$ cat src/rtl/ram2_arbiter_pkg.sv
// Shared encodings for the RAM2 SRAM arbiter: FSM states, grant owner and a sizing helper.
package ram2_arbiter_pkg;

   typedef enum logic [1:0] {
      Ram2Idle,
      Ram2Read,
      Ram2Write,
      Ram2Done
   } ram2_state_e;

   typedef enum logic {
      GrantIf,
      GrantMem
   } ram2_grant_e;

   function automatic int max_int(input int a, input int b);
      return (a > b) ? a : b;
   endfunction

endpackage

$ cat src/rtl/ram2_ibuf.sv
// Single-entry instruction buffer for the RAM2 arbiter: stores the last fetched
// {addr, data} and drops it when MEM writes the same address.
module ram2_ibuf #(
   parameter int ADDR_W = 16,
   parameter int DATA_W = 16
) (
   input  logic              clk,
   input  logic              rst,
   input  logic              i_load,
   input  logic [ADDR_W-1:0] i_load_addr,
   input  logic [DATA_W-1:0] i_load_data,
   input  logic              i_inv,
   input  logic [ADDR_W-1:0] i_inv_addr,
   input  logic [ADDR_W-1:0] i_lookup_addr,
   output logic              o_hit,
   output logic [DATA_W-1:0] o_data
);

   logic              r_valid;
   logic [ADDR_W-1:0] r_addr;
   logic [DATA_W-1:0] r_data;

   always_ff @(posedge clk or negedge rst) begin
      if (!rst) begin
         r_valid <= 1'b0;
      end else if (i_load) begin
         r_valid <= 1'b1;
      end else if (i_inv && (i_inv_addr == r_addr)) begin
         r_valid <= 1'b0;
      end
   end

   // NOTE: the entry payload carries no reset; r_valid alone guards its use.
   always_ff @(posedge clk) begin
      if (i_load) begin
         r_addr <= i_load_addr;
         r_data <= i_load_data;
      end
   end

   assign o_hit  = r_valid && (i_lookup_addr == r_addr);
   assign o_data = r_data;

endmodule

$ cat src/rtl/ram2_arbiter.sv
// RAM2 single-port SRAM sequencer shared by IF and MEM (MEM has fixed priority).
// Optional RAM2_IBUF_EN adds a one-entry instruction buffer that short-circuits repeat fetches.
module ram2_arbiter
   import ram2_arbiter_pkg::*;
#(
   parameter int ADDR_W    = 16,
   parameter int DATA_W    = 16,
   parameter int SRAM_AW   = 18,
   parameter int RD_CYCLES = 2,
   parameter int WR_CYCLES = 3
) (
   input  logic               clk,
   input  logic               rst,
   input  logic               if_req,
   input  logic [ADDR_W-1:0]  if_addr,
   output logic [DATA_W-1:0]  if_inst,
   output logic               if_ready,
   input  logic               mem_req,
   input  logic               mem_we,
   input  logic [ADDR_W-1:0]  mem_addr,
   input  logic [DATA_W-1:0]  mem_wdata,
   output logic [DATA_W-1:0]  mem_rdata,
   output logic               mem_ready,
   output logic               stall_req,
   output logic [SRAM_AW-1:0] sram_addr,
   input  logic [DATA_W-1:0]  sram_dq_i,
   output logic [DATA_W-1:0]  sram_dq_o,
   output logic               sram_dq_oe,
   output logic               sram_en_n,
   output logic               sram_oe_n,
   output logic               sram_we_n
);

   localparam int CNT_W = $clog2(max_int(RD_CYCLES, WR_CYCLES));
   localparam logic [CNT_W-1:0] RD_LAST = CNT_W'(RD_CYCLES - 1);
   localparam logic [CNT_W-1:0] WR_LAST = CNT_W'(WR_CYCLES - 1);

   ram2_state_e        r_state;
   ram2_state_e        w_next_state;
   ram2_grant_e        r_grant;
   logic [CNT_W-1:0]   r_cnt;
   logic [SRAM_AW-1:0] r_addr;
   logic [DATA_W-1:0]  r_wdata;
   logic [DATA_W-1:0]  r_if_inst;
   logic [DATA_W-1:0]  r_mem_rdata;
   logic               w_rd_last;
   logic               w_wr_last;
   logic               w_ibuf_hit;
   logic [DATA_W-1:0]  w_ibuf_data;

   assign w_rd_last = (r_state == Ram2Read)  && (r_cnt == RD_LAST);
   assign w_wr_last = (r_state == Ram2Write) && (r_cnt == WR_LAST);

`ifdef RAM2_IBUF_EN
   logic w_ibuf_load;
   logic w_ibuf_inv;

   assign w_ibuf_load = w_rd_last && (r_grant == GrantIf);
   assign w_ibuf_inv  = (r_state == Ram2Idle) && mem_req && mem_we;

   ram2_ibuf #(
      .ADDR_W (ADDR_W),
      .DATA_W (DATA_W)
   ) u_ibuf (
      .clk           (clk),
      .rst           (rst),
      .i_load        (w_ibuf_load),
      .i_load_addr   (r_addr[ADDR_W-1:0]),
      .i_load_data   (sram_dq_i),
      .i_inv         (w_ibuf_inv),
      .i_inv_addr    (mem_addr),
      .i_lookup_addr (if_addr),
      .o_hit         (w_ibuf_hit),
      .o_data        (w_ibuf_data)
   );
`else
   assign w_ibuf_hit  = 1'b0;
   assign w_ibuf_data = '0;
`endif

   // NOTE: every always_comb output gets a default first, so no path can infer a latch.
   always_comb begin
      w_next_state = r_state;
      unique case (r_state)
         Ram2Idle: begin
            if (mem_req) begin
               w_next_state = mem_we ? Ram2Write : Ram2Read;
            end else if (if_req) begin
               w_next_state = w_ibuf_hit ? Ram2Done : Ram2Read;
            end
         end
         Ram2Read:  if (w_rd_last) w_next_state = Ram2Done;
         Ram2Write: if (w_wr_last) w_next_state = Ram2Done;
         Ram2Done:  w_next_state = Ram2Idle;
         default:   w_next_state = Ram2Idle;
      endcase
   end

   // NOTE: sequential state uses <= only, so every read here sees pre-edge values.
   always_ff @(posedge clk or negedge rst) begin
      if (!rst) begin
         r_state <= Ram2Idle;
         r_cnt   <= '0;
      end else begin
         r_state <= w_next_state;
         if ((w_next_state == r_state) && ((r_state == Ram2Read) || (r_state == Ram2Write))) begin
            r_cnt <= r_cnt + CNT_W'(1);
         end else begin
            r_cnt <= '0;
         end
      end
   end

   // Grant, address and write data are latched once at the IDLE edge and held for the whole cycle.
   always_ff @(posedge clk or negedge rst) begin
      if (!rst) begin
         r_grant     <= GrantIf;
         r_addr      <= '0;
         r_wdata     <= '0;
         r_if_inst   <= '0;
         r_mem_rdata <= '0;
      end else begin
         if (r_state == Ram2Idle) begin
            if (mem_req) begin
               r_grant <= GrantMem;
               r_addr  <= SRAM_AW'(mem_addr);
               r_wdata <= mem_wdata;
            end else if (if_req) begin
               r_grant <= GrantIf;
               r_addr  <= SRAM_AW'(if_addr);
               if (w_ibuf_hit) r_if_inst <= w_ibuf_data;
            end
         end
         if (w_rd_last) begin
            if (r_grant == GrantMem) r_mem_rdata <= sram_dq_i;
            else                     r_if_inst   <= sram_dq_i;
         end
      end
   end

   assign sram_en_n  = !((r_state == Ram2Read) || (r_state == Ram2Write));
   assign sram_oe_n  = !(r_state == Ram2Read);
   assign sram_we_n  = !((r_state == Ram2Write) && (r_cnt != WR_LAST));
   assign sram_dq_oe = (r_state == Ram2Write);
   assign sram_addr  = r_addr;
   assign sram_dq_o  = r_wdata;

   assign if_ready  = (r_state == Ram2Done) && (r_grant == GrantIf);
   assign mem_ready = (r_state == Ram2Done) && (r_grant == GrantMem);
   assign if_inst   = r_if_inst;
   assign mem_rdata = r_mem_rdata;
   assign stall_req = (if_req & ~if_ready) | (mem_req & ~mem_ready);

endmodule

$ cat config.mk
export PLATFORM = sky130hd
export DESIGN_NAME = ram2_arbiter
export DESIGN_NICKNAME = d
export VERILOG_FILES = /design/src/rtl/ram2_arbiter_pkg.sv /design/src/rtl/ram2_ibuf.sv /design/src/rtl/ram2_arbiter.sv
export SDC_FILE = /design/constraint.sdc
export NUM_CORES = 1
export LEC_CHECK = 0
export CORE_AREA = 2 2 79 111
export DETAILED_ROUTE_END_ITERATION = 6
export DIE_AREA = 0 0 81 113
export GPL_TIMING_DRIVEN = 0
export PLACE_DENSITY = 0.72
export SLEW_MARGIN = 20
export SYNTH_ARGS = -nofsm -noshare
export SYNTH_HDL_FRONTEND = slang
export SYNTH_SLANG_ARGS = --single-unit
$ cat constraint.sdc
create_clock -name clk -period 1.9 [get_ports clk]
set_clock_uncertainty 0.1 [all_clocks]
set_input_delay 0.57 -clock clk [delete_from_list [all_inputs] [get_ports clk]]
set_output_delay 0.57 -clock clk [all_outputs]
set_load 0.02 [all_outputs]
==> reports/results.txt, run 1 <==
Outcome: finished with violations
Failing checks: negative setup slack
Pleak: 2.27 nW
Final setup violation count: 19
Die Wd: 81 um
First-pass GRT wire length: 12000 um
Total negative slack: -1.05 ns
Iter 0 DRT Violations: 97
Cell area after synthesis: 2950 um^2
Share of power burned in registers: 30.4%
Share of layout cells above drive strength 1: 28.3%
Row cnt: 39
FF+latch count, synth: 69
CP Max Fanout: 4
Starting density of the core: 36.4%
Antenna cell count: 0
Combinational fraction of design power: 48.5%
Crit start category: register
Pin count of the biggest net entering global routing: 40
CP max stage delay: 0.44 ns
Final WS setup: -0.199 ns
Clock-pin slew on the worst setup and hold paths: 0.06 ns
Hold WC Path Type: in2async
Initial antenna violation count: 0
Vias post-DR: 2331
CTS tree: done
CTS Hold Buffers Added: 0
Vias/cell: 4.75
Internal: 5.29 mW
Sw Pwr: 3.21 mW
Post-synthesis cell type count: 32
Total grt overflow: 0
Htree depth: 3
Critical path's slowest cell: dfrtp_2
Fmax: 477 MHz
Worst setup EP type: primary output
Util after Layout: 61.2%
Final hold viol count: 0
I/O pins: 142
Clock power share: 21.0%
RSZ-0062 raised after global routing: true
Root buf cell: clkbuf_16
CTS sink cnt: 69
Yosys warning count: 0
Worst Path Required: 1.23 ns
Max VDD drop: 880 uV
Final wirelength: 7640 um
Post-DRT Antenna Nets: 0
Area Overhead vs Synth: 67.8%
Max Transition Viols Final: 0
# DRC: 0
Synth Instances: 224
Nets: 461
Die ar.: 9150 um^2
Total power density per cell area: 1720 nW/um^2
Sequential fraction of the synthesis area: 58.5%
Post-layout min period: 2.10 ns
Drt first pass iters: 3
Syn Area/Cell: 13.2 um^2
Clk_lat worst skew: 0.32 ns
Deepest clock path buffer count: 2
RePlAce Congestion: 0.789
Total of fill cells in the finished design: 723
WL/cell: 15.6 um
Cell Chain, Critical Path: ha_4, nor2b_4, nor2_4, a2bb2oi_4, buf_6
Max-cap violation count: 0
Core Region: 8100 um^2
Crit Path Class: reg2out
Arr. time, crit path: 1.43 ns
CP Buf/Inv Count: 1
Switch share: 37.7%
CTS buffer count: 9
Delay-heaviest family, CP: flip-flops
GRT Overall Usage: 16.9%
Detailed Place HPWL: 5450 um
Vias in the first global route: 2516
I/O Buffers: 138
Fin crit share: 110%
Die Span Y: 113 um
[logic make-up (layout without fill, tap and decap cells)]
| family | count (synthesis) | after routing | synth area share [%] |
|---|---|---|---|
| adder cells (fa/ha/maj) | 8 | 8 | 3.39 |
| flip-flops | 69 | 69 | 58.5 |
| other | 1 | 2 | 0.127 |
| multiplexers | 64 | 64 | 23.7 |
| XOR/XNOR | 1 | 1 | 0.297 |
| AND/OR/NAND/NOR | 35 | 35 | 5.43 |
| buffers and inverters | 19 | 183 | 3.01 |
| AO/OA/AOI/OAI | 27 | 27 | 5.51 |
[worst paths after layout]
path | startpoint | endpoint | slack (ns) | cells after the start
max in group asynchronous | rst | sram_addr[11] | 1.06 | 2
setup / recovery | r_state[0] | stall_req | -0.20 | 5
hold reg to reg | sram_addr[9] | sram_addr[9] | 0.38 | 2
min in group clk | sram_addr[9] | sram_addr[9] | 0.38 | 2
setup reg to reg | r_state[1] | r_cnt[0] | -0.10 | 8
hold / removal | rst | sram_dq_o[6] | 0.08 | 1
[final cells by class]
class                      count  area, um^2  share of cell area, %
sequential                    69        1730                   34.9
timing repair buffer         148        1390                   28.1
multi-input combinational    137        1260                   25.4
clock buffer                  11         243                   4.90
tap                          102         128                   2.58
clock inverter                 5        83.8                   1.69
buffer                        11        81.3                   1.64
inverter                       8        37.5                  0.758
[cells in the mapped netlist (all sizes together)]
library cell,instances,area [um^2]
a31oi,1,6.26
a221oi,1,8.76
nand2b,1,6.26
or3b,1,8.76
nor2b,1,6.26
inv,8,30.0
a2111oi,1,8.76
nand3,1,5.00
and2,2,12.5
conb,1,3.75
a21o,1,7.51
xnor2,1,8.76
nor3,2,10.0
or3,1,6.26
mux2i,16,160
a2bb2oi,1,8.76
mux2,48,541
a21oi,1,5.00
nand3b,1,7.51
nor2,3,11.3
nor3b,1,7.51
a32oi,1,16.3
o22ai,1,6.26
o21ai,19,95.1
clkbuf,4,16.3
dfrtp,69,1730
ha,8,100
nand2,21,78.8
buf,7,42.5
[per-layer routing]
metal / wire, um / track usage, % / part of all wire [%]
met5: 0 / 0 / 0
met4: 53 / 4.07 / 0.69
met3: 567 / 5.82 / 7.4
met2: 4180 / 29.7 / 55
met1: 2840 / 19.4 / 37
[metrics by stage]
step / instance area [um^2] / std cells / hold slack [ns] / power, mW / setup WS [ns]
after global placement: 4500 / 465 / 0.355 / 6.71 / -2.18
after detailed placement: 4520 / 466 / 0.362 / 6.80 / -0.972
after floorplan: 2990 / 225 / 0.174 / 4.74 / 0.0170
after CTS: 4810 / 486 / 0.0887 / 8.18 / -0.222
after global routing: 4950 / 491 / 0.110 / 9.04 / -0.248
final: 4950 / 491 / 0.0802 / 8.50 / -0.199
[worst reg2reg max path: stages, from the launching register on]
cell,delay (ns)
dfrtp_2,0.44
buf_4,0.15
buf_6,0.12
ha_4,0.16
buf_4,0.14
a21o_1,0.18
a2111oi_4,0.31
o22ai_2,0.15
nor3_2,0.17
[cells in the final DEF, fill, tap and decap left out, types with 2 or more instances in the layout]
cell type        instances
dfrtp_1                 67
dlygate4sd2_1           66
clkdlybuf4s50_1         65
mux2_2                  48
nand2_1                 20
o21ai_0                 18
mux2i_1                 16
buf_4                   14
clkbuf_16                9
buf_6                    7
inv_1                    4
clkbuf_2                 4
ha_4                     4
ha_1                     4
inv_2                    2
nor2_1                   2
and2_1                   2
nor3_2                   2
conb_1                   2
bufinv_16                2
clkinvlp_4               2
dfrtp_2                  2
[power groups by stage]
stage / combinational, mW / clock [mW] / sequential (mW)
floorplan: 1.29 / 0 / 3.45
finish: 4.13 / 1.79 / 2.59
CTS: 3.76 / 1.84 / 2.59
global route: 4.44 / 1.90 / 2.69
global placement: 4.11 / 0 / 2.60
detailed placement: 4.16 / 0 / 2.64
[registers in the layout, indices dropped and copies added, names as in the netlist]
| name | cells |
|---|---|
| if_inst | 16 |
| r_state | 2 |
| sram_dq_o | 16 |
| mem_rdata | 16 |
| r_cnt | 2 |
| sram_addr | 16 |
| r_grant | 1 |
[repair_timing]
| action | 4_1_cts | 5_1_grt |
|---|---|---|
| buffers inserted | 4 | 5 |
| pin swaps | 3 | 6 |
| gates resized for setup | 106 | 30 |
| endpoints found under the setup margin | 118 | 45 |
(Power assumes the default switching activity.)
==> run 2, diff against run 1 <==
--- a/config.mk
+++ b/config.mk
@@ -6,10 +6,12 @@
 export NUM_CORES = 1
 export LEC_CHECK = 0
 export CORE_AREA = 2 2 79 111
+export CTS_CLUSTER_SIZE = 30
 export DETAILED_ROUTE_END_ITERATION = 6
 export DIE_AREA = 0 0 81 113
 export GPL_TIMING_DRIVEN = 0
 export PLACE_DENSITY = 0.72
+export RECOVER_POWER = 100
 export SLEW_MARGIN = 20
 export SYNTH_ARGS = -nofsm -noshare
 export SYNTH_HDL_FRONTEND = slang
==> run 2 against run 1 <==
The run still ends with negative setup slack left. Register-to-register slack hardly changed. Clock power barely moved. Largest power group unchanged. Wire length hardly changed. Fmax stayed put. Flip-flop and latch count unchanged.
==> reports/results.txt, run 2 (synthesized netlist as in run 1, its figures left out) <==
I/O pins: 142 (unchanged)
Vias/cell: 4.74 (was 4.75)
Worst Path Required: 1.23 ns (about the same)
# DRC: 0 (unchanged)
Die Span Y: 113 um (unchanged)
Initial antenna violation count: 0 (unchanged)
Final hold viol count: 0 (unchanged)
Starting density of the core: 36.4% (unchanged)
I/O Buffers: 138 (unchanged)
Share of layout cells above drive strength 1: 28.3% (unchanged)
Pin count of the biggest net entering global routing: 40 (unchanged)
RePlAce Congestion: 0.789 (unchanged)
Total power density per cell area: 1720 nW/um^2 (about the same)
Max-cap violation count: 0 (unchanged)
Total grt overflow: 0 (unchanged)
Core Region: 8100 um^2 (unchanged)
RSZ-0062 raised after global routing: true (unchanged)
Root buf cell: clkbuf_16 (unchanged)
Worst relative slew slack: 48.1%
Commonest cells after routing, fill and taps aside: dfrtp_1 (67), dlygate4sd2_1 (66), clkdlybuf4s50_1 (65), mux2_2 (48), nand2_1 (20) (unchanged)
Max Transition Viols Final: 0 (unchanged)
GRT Overall Usage: 16.9% (unchanged)
Critical path's slowest cell: dfrtp_2 (unchanged)
Crit Path Class: reg2out (unchanged)
Slew @ Worst Pin: 0.779 ns
Arr. time, crit path: 1.43 ns (about the same)
Crit start category: register (unchanged)
First-pass GRT wire length: 12000 um (unchanged)
Area Overhead vs Synth: 67.3% (was 67.8%)
Hold WC Path Type: in2async (unchanged)
Post-layout min period: 2.10 ns (unchanged)
WL/cell: 15.5 um (was 15.6 um)
Drt first pass iters: 3 (unchanged)
Antenna cell count: 0 (unchanged)
CP Max Fanout: 4 (unchanged)
CP max stage delay: 0.44 ns (about the same)
Htree depth: 3 (unchanged)
Nets: 461 (unchanged)
Iter 0 DRT Violations: 97 (unchanged)
Clock-pin slew on the worst setup and hold paths: 0.06 ns (about the same)
Detailed Place HPWL: 5450 um (unchanged)
Cell Chain, Critical Path: ha_4, nor2b_4, nor2_4, a2bb2oi_4, buf_6 (unchanged)
CTS Hold Buffers Added: 0 (unchanged)
Util after Layout: 61.0% (was 61.2%)
CTS buffer count: 9 (unchanged)
Clk_lat worst skew: 0.32 ns (about the same)
CTS tree: done (unchanged)
Die Wd: 81 um (unchanged)
Fmax: 477 MHz (unchanged)
Post-DRT Antenna Nets: 0 (unchanged)
Worst setup EP type: primary output (unchanged)
Total power: 8.50 mW (about the same)
Final wirelength: 7630 um (was 7640 um)
Deepest clock path buffer count: 2 (unchanged)
Final WS setup: -0.199 ns (unchanged)
Vias in the first global route: 2516 (unchanged)
CTS sink cnt: 69 (unchanged)
Row cnt: 39 (unchanged)
Fin crit share: 110% (unchanged)
Pleak: 2.27 nW (about the same)
Outcome: finished with violations (unchanged)
Commonest non-fill, non-tap cell in the layout: dfrtp_1 (unchanged)
Final setup violation count: 19 (unchanged)
Max VDD drop: 880 uV (about the same)
Failing checks: negative setup slack (unchanged)
Vias post-DR: 2329 (was 2331)
Die ar.: 9150 um^2 (unchanged)
[run 2: cell types whose count changed in the layout (fill, tap and decap cells not counted)]
cell and delta:
buf_12 -1, buf_4 -1, clkbuf_2 +1, clkbuf_4 +1
[run 2: routing by layer]
layer	part of all wire, %	vias to the layer above	global-route usage [%]	wire length, um
met5	0	-	0	0
met4	0.69	0	4.07	53
met3	7.4	5	5.82	567
met2	55	79	29.7	4170
met1	37	1152	19.4	2840
li1	-	1093	-	-
[run 2: critical path, delay by kind of cell, from the launching register on]
kind / cells / cell delay, ns
flops: 1 / 0.44
compound gates: 1 / 0.14
buf+inv: 1 / 0.12
fa+ha+maj: 1 / 0.17
simple gates: 2 / 0.24
[run 2: layout make-up]
cell class                      count  area, um^2
Timing Repair Buffer              148        1380
Multi-Input combinational cell    137        1260
Fill cell                         726        3160
Tap cell                          102         128
Clock buffer                       11         243
Inverter                            8        37.5
Sequential cell                    69        1730
Buffer                             11        81.3
Clock inverter                      5        83.8
[run 2: final timing paths]
check                                  start       endpoint  slack [ns]  cells after the start
worst max-delay path              r_state[0]      stall_req       -0.20                      5
worst min-delay path                     rst   sram_dq_o[6]        0.22                      1
worst max register to register    r_state[1]       r_cnt[0]       -0.10                      8
worst min register to register  sram_addr[9]   sram_addr[9]        0.38                      2
max in group asynchronous                rst  sram_addr[11]        0.39                      2
min in group clk                sram_addr[9]   sram_addr[9]        0.38                      2
[run 2: report_power, final]
| part | leakage (nW) | internal (mW) | switching (mW) |
|---|---|---|---|
| combinational | 1.29 | 1.89 | 2.23 |
| sequential | 0.822 | 2.21 | 0.373 |
| clock | 0.152 | 1.19 | 0.602 |
| total | 2.27 | 5.29 | 3.21 |
[run 2: metrics by stage]
step | cells | TNS [ns] | setup slack (ns) | cell area, um^2 | hold WS (ns)
floorplan | 225 | 0 | 0.0170 | 2990 | 0.174
global placement | 465 | -163.38 | -2.18 | 4500 | 0.355
detailed placement | 466 | -14.63 | -0.972 | 4520 | 0.362
CTS | 486 | -1.63 | -0.222 | 4810 | 0.0887
global route | 491 | -2.27 | -0.248 | 4940 | 0.283
finish | 491 | -1.05 | -0.199 | 4940 | 0.217
[run 2: repair_timing]
item | 4_1_cts | 5_1_grt
endpoints found under the hold margin | 0 | 0
pin swaps | 3 | 6
gates resized for setup | 106 | 30
buffers inserted | 4 | 5
setup endpoints to repair | 118 | 45
==> run 3, diff against run 2 <==
--- a/config.mk
+++ b/config.mk
@@ -5,10 +5,10 @@
 export SDC_FILE = /design/constraint.sdc
 export NUM_CORES = 1
 export LEC_CHECK = 0
-export CORE_AREA = 2 2 79 111
+export CORE_AREA = 2 2 93 95
 export CTS_CLUSTER_SIZE = 30
 export DETAILED_ROUTE_END_ITERATION = 6
-export DIE_AREA = 0 0 81 113
+export DIE_AREA = 0 0 95 97
 export GPL_TIMING_DRIVEN = 0
 export PLACE_DENSITY = 0.72
 export RECOVER_POWER = 100
==> run 3 against run 2 <==
The run still ends with negative setup slack left. Clock power down 40%. Wire length down 0.14%. Count of clock-buffer cells in the layout unchanged. Final cell count up 2.2%. Critical path depth up 1. Non-clock buffer count up 8. Power down 8.1%. Sequential share of layout area up 0.64 points. Utilization down 1.3 points.
==> reports/results.txt, run 3 (synthesized netlist as in run 1, its figures left out) <==
Failing checks: negative setup slack (unchanged)
Post-route insts no fill: 502 (was 491)
Commonest cells after routing, fill and taps aside: dfrtp_1 (67), dlygate4sd2_1 (66), clkdlybuf4s50_1 (65), mux2_2 (48), nand2_1 (21) (was dfrtp_1 (67), dlygate4sd2_1 (66), clkdlybuf4s50_1 (65), mux2_2 (48), nand2_1 (20))
Max VDD drop: 792 uV (was 880 uV)
Final WS setup: -0.222 ns (was -0.199 ns)
CP Max Fanout: 3 (was 4)
Arr. time, crit path: 1.45 ns (was 1.43 ns)
Total power density per cell area: 1610 nW/um^2 (was 1720 nW/um^2)
Crit start category: register (unchanged)
RePlAce Congestion: 0.779 (was 0.789)
Switch share: 40.1% (was 37.8%)
Post-DRT Antenna Nets: 0 (unchanged)
Pleak: 2.24 nW (was 2.27 nW)
Final wirelength: 7620 um (was 7630 um)
Final design area excluding fillers: 4850 um^2 (was 4940 um^2)
Deepest clock path buffer count: 2 (unchanged)
R2R Path End: mem_rdata[1] (was r_cnt[0])
RSZ-0062 raised after global routing: true (unchanged)
Vias post-DR: 2351 (was 2329)
Post-layout min period: 2.12 ns (was 2.10 ns)
Met3 Usage GRT: 4.52% (was 5.82%)
Clock power share: 13.7% (was 21.1%)
Commonest non-fill, non-tap cell in the layout: dfrtp_1 (unchanged)
Die Wd: 95 um (was 81 um)
Hold WC Path Type: in2async (unchanged)
I/O Buffers: 138 (unchanged)
CTS tree: done (unchanged)
Util after Layout: 59.6% (was 61.0%)
Share of layout cells above drive strength 1: 29.2% (was 28.3%)
Max Transition Viols Final: 0 (unchanged)
Row cnt: 33 (was 39)
DP Cell Count: 469 (was 466)
Share of power burned in registers: 32.8% (was 30.4%)
Clock-pin slew on the worst setup and hold paths: 0.08 ns (was 0.06 ns)
CTS buffer count: 9 (unchanged)
Initial antenna violation count: 0 (unchanged)
WL/cell: 15.2 um (was 15.5 um)
Most used routing layer: met2 (unchanged)
# DRC: 0 (unchanged)
Starting density of the core: 36.3% (was 36.4%)
Vias in the first global route: 2592 (was 2516)
Worst Path Required: 1.23 ns (about the same)
First-pass GRT wire length: 12500 um (was 12000 um)
Antenna cell count: 0 (unchanged)
Worst relative slew slack: 58.7% (was 48.1%)
Crit Path Class: reg2out (unchanged)
Root buf cell: clkbuf_8 (was clkbuf_16)
Htree depth: 3 (unchanged)
Clk_lat worst skew: 0.33 ns (was 0.32 ns)
Drt first pass iters: 4 (was 3)
Iter 0 DRT Violations: 28 (was 97)
Final hold viol count: 0 (unchanged)
R2R depth: 7 (was 8)
GRT Overall Usage: 17.2% (was 16.9%)
CTS sink cnt: 69 (unchanged)
Met2 Use GR: 30.0% (was 29.7%)
Nets: 469 (was 461)
Fmax: 471 MHz (was 477 MHz)
Max-cap violation count: 0 (unchanged)
Outcome: finished with violations (unchanged)
Reg2reg start: r_state[1] (unchanged)
Die Span Y: 97 um (was 113 um)
Area Overhead vs Synth: 64.3% (was 67.3%)
Slew @ Worst Pin: 0.620 ns (was 0.779 ns)
Cell Area, Placed: 4530 um^2 (was 4520 um^2)
Detailed Place HPWL: 5470 um (was 5450 um)
Die ar.: 9220 um^2 (was 9150 um^2)
Final setup violation count: 19 (unchanged)
Hold_ws: 0.129 ns (was 0.217 ns)
Internal: 4.67 mW (was 5.29 mW)
Sw Pwr: 3.13 mW (was 3.21 mW)
Met1 GRT Util: 19.7% (was 19.4%)
I/O pins: 142 (unchanged)
R2r setup slk: -0.11 ns (was -0.10 ns)
Core Region: 8130 um^2 (was 8100 um^2)
Worst setup EP type: primary output (unchanged)
Fin crit share: 112% (was 110%)
Vias/cell: 4.68 (was 4.74)
Combinational fraction of design power: 53.4% (was 48.5%)
Total grt overflow: 0 (unchanged)
Total power: 7.81 mW (was 8.50 mW)
Pin count of the biggest net entering global routing: 46 (was 40)
==> run 3: power by group through the flow <==
stage,clock (mW),combinational (mW),sequential (mW)
2_1_floorplan,0,1.29,3.45
3_3_place_gp,0,4.10,2.59
3_5_place_dp,0,4.17,2.63
4_1_cts,1.10,4.05,2.56
5_1_grt,1.19,4.47,2.67
6_report,1.07,4.17,2.56
==> run 3: per-stage QoR <==
stage               setup TNS (ns)  setup WS [ns]
global placement           -162.55          -2.18
CTS                          -2.61         -0.235
finish                       -2.28         -0.222
global route                 -4.42         -0.272
detailed placement          -14.35         -0.982
floorplan                        0         0.0170
==> run 3: critical path, cell delays in order (launching register included) <==
cell and delay, ns:
dfrtp_2 0.44, buf_6 0.13, buf_6 0.12, inv_8 0.06, ha_4 0.21, inv_4 0.06, buf_6 0.11
==> run 3: layer usage <==
metal | wire [um] | share of wire [%]
met3 | 512 | 6.7
met1 | 3040 | 40
met5 | 0 | 0
met4 | 183 | 2.4
met2 | 3890 | 51
==> run 3: how the worst max path moves through the flow <==
stage / to / slack [ns] / cells past startpoint / start
2_1_floorplan: stall_req / 0.02 / 4 / mem_req
3_3_place_gp: if_inst[15] / -2.18 / 1 / rst
3_5_place_dp: stall_req / -0.98 / 5 / if_req
4_1_cts: stall_req / -0.23 / 5 / r_state[1]
5_1_grt: stall_req / -0.27 / 5 / r_state[0]
6_report: sram_en_n / -0.22 / 6 / r_state[1]
==> run 3: cell type report <==
cell class	instances	area (um^2)
Buffer	11	87.6
Clock buffer	11	141
Clock inverter	5	35.0
Fill cell	702	3280
Inverter	8	45.0
Multi-Input combinational cell	137	1240
Sequential cell	69	1730
Tap cell	105	131
Timing Repair Buffer	156	1440
==> run 3: repair_timing <==
action                                  4_1_cts  5_1_grt
gates resized for setup                     120       21
pin swaps                                     3        3
hold buffers                                  0        0
buffers inserted                             13        3
endpoints found under the setup margin      112       50
gates cloned                                  0        1
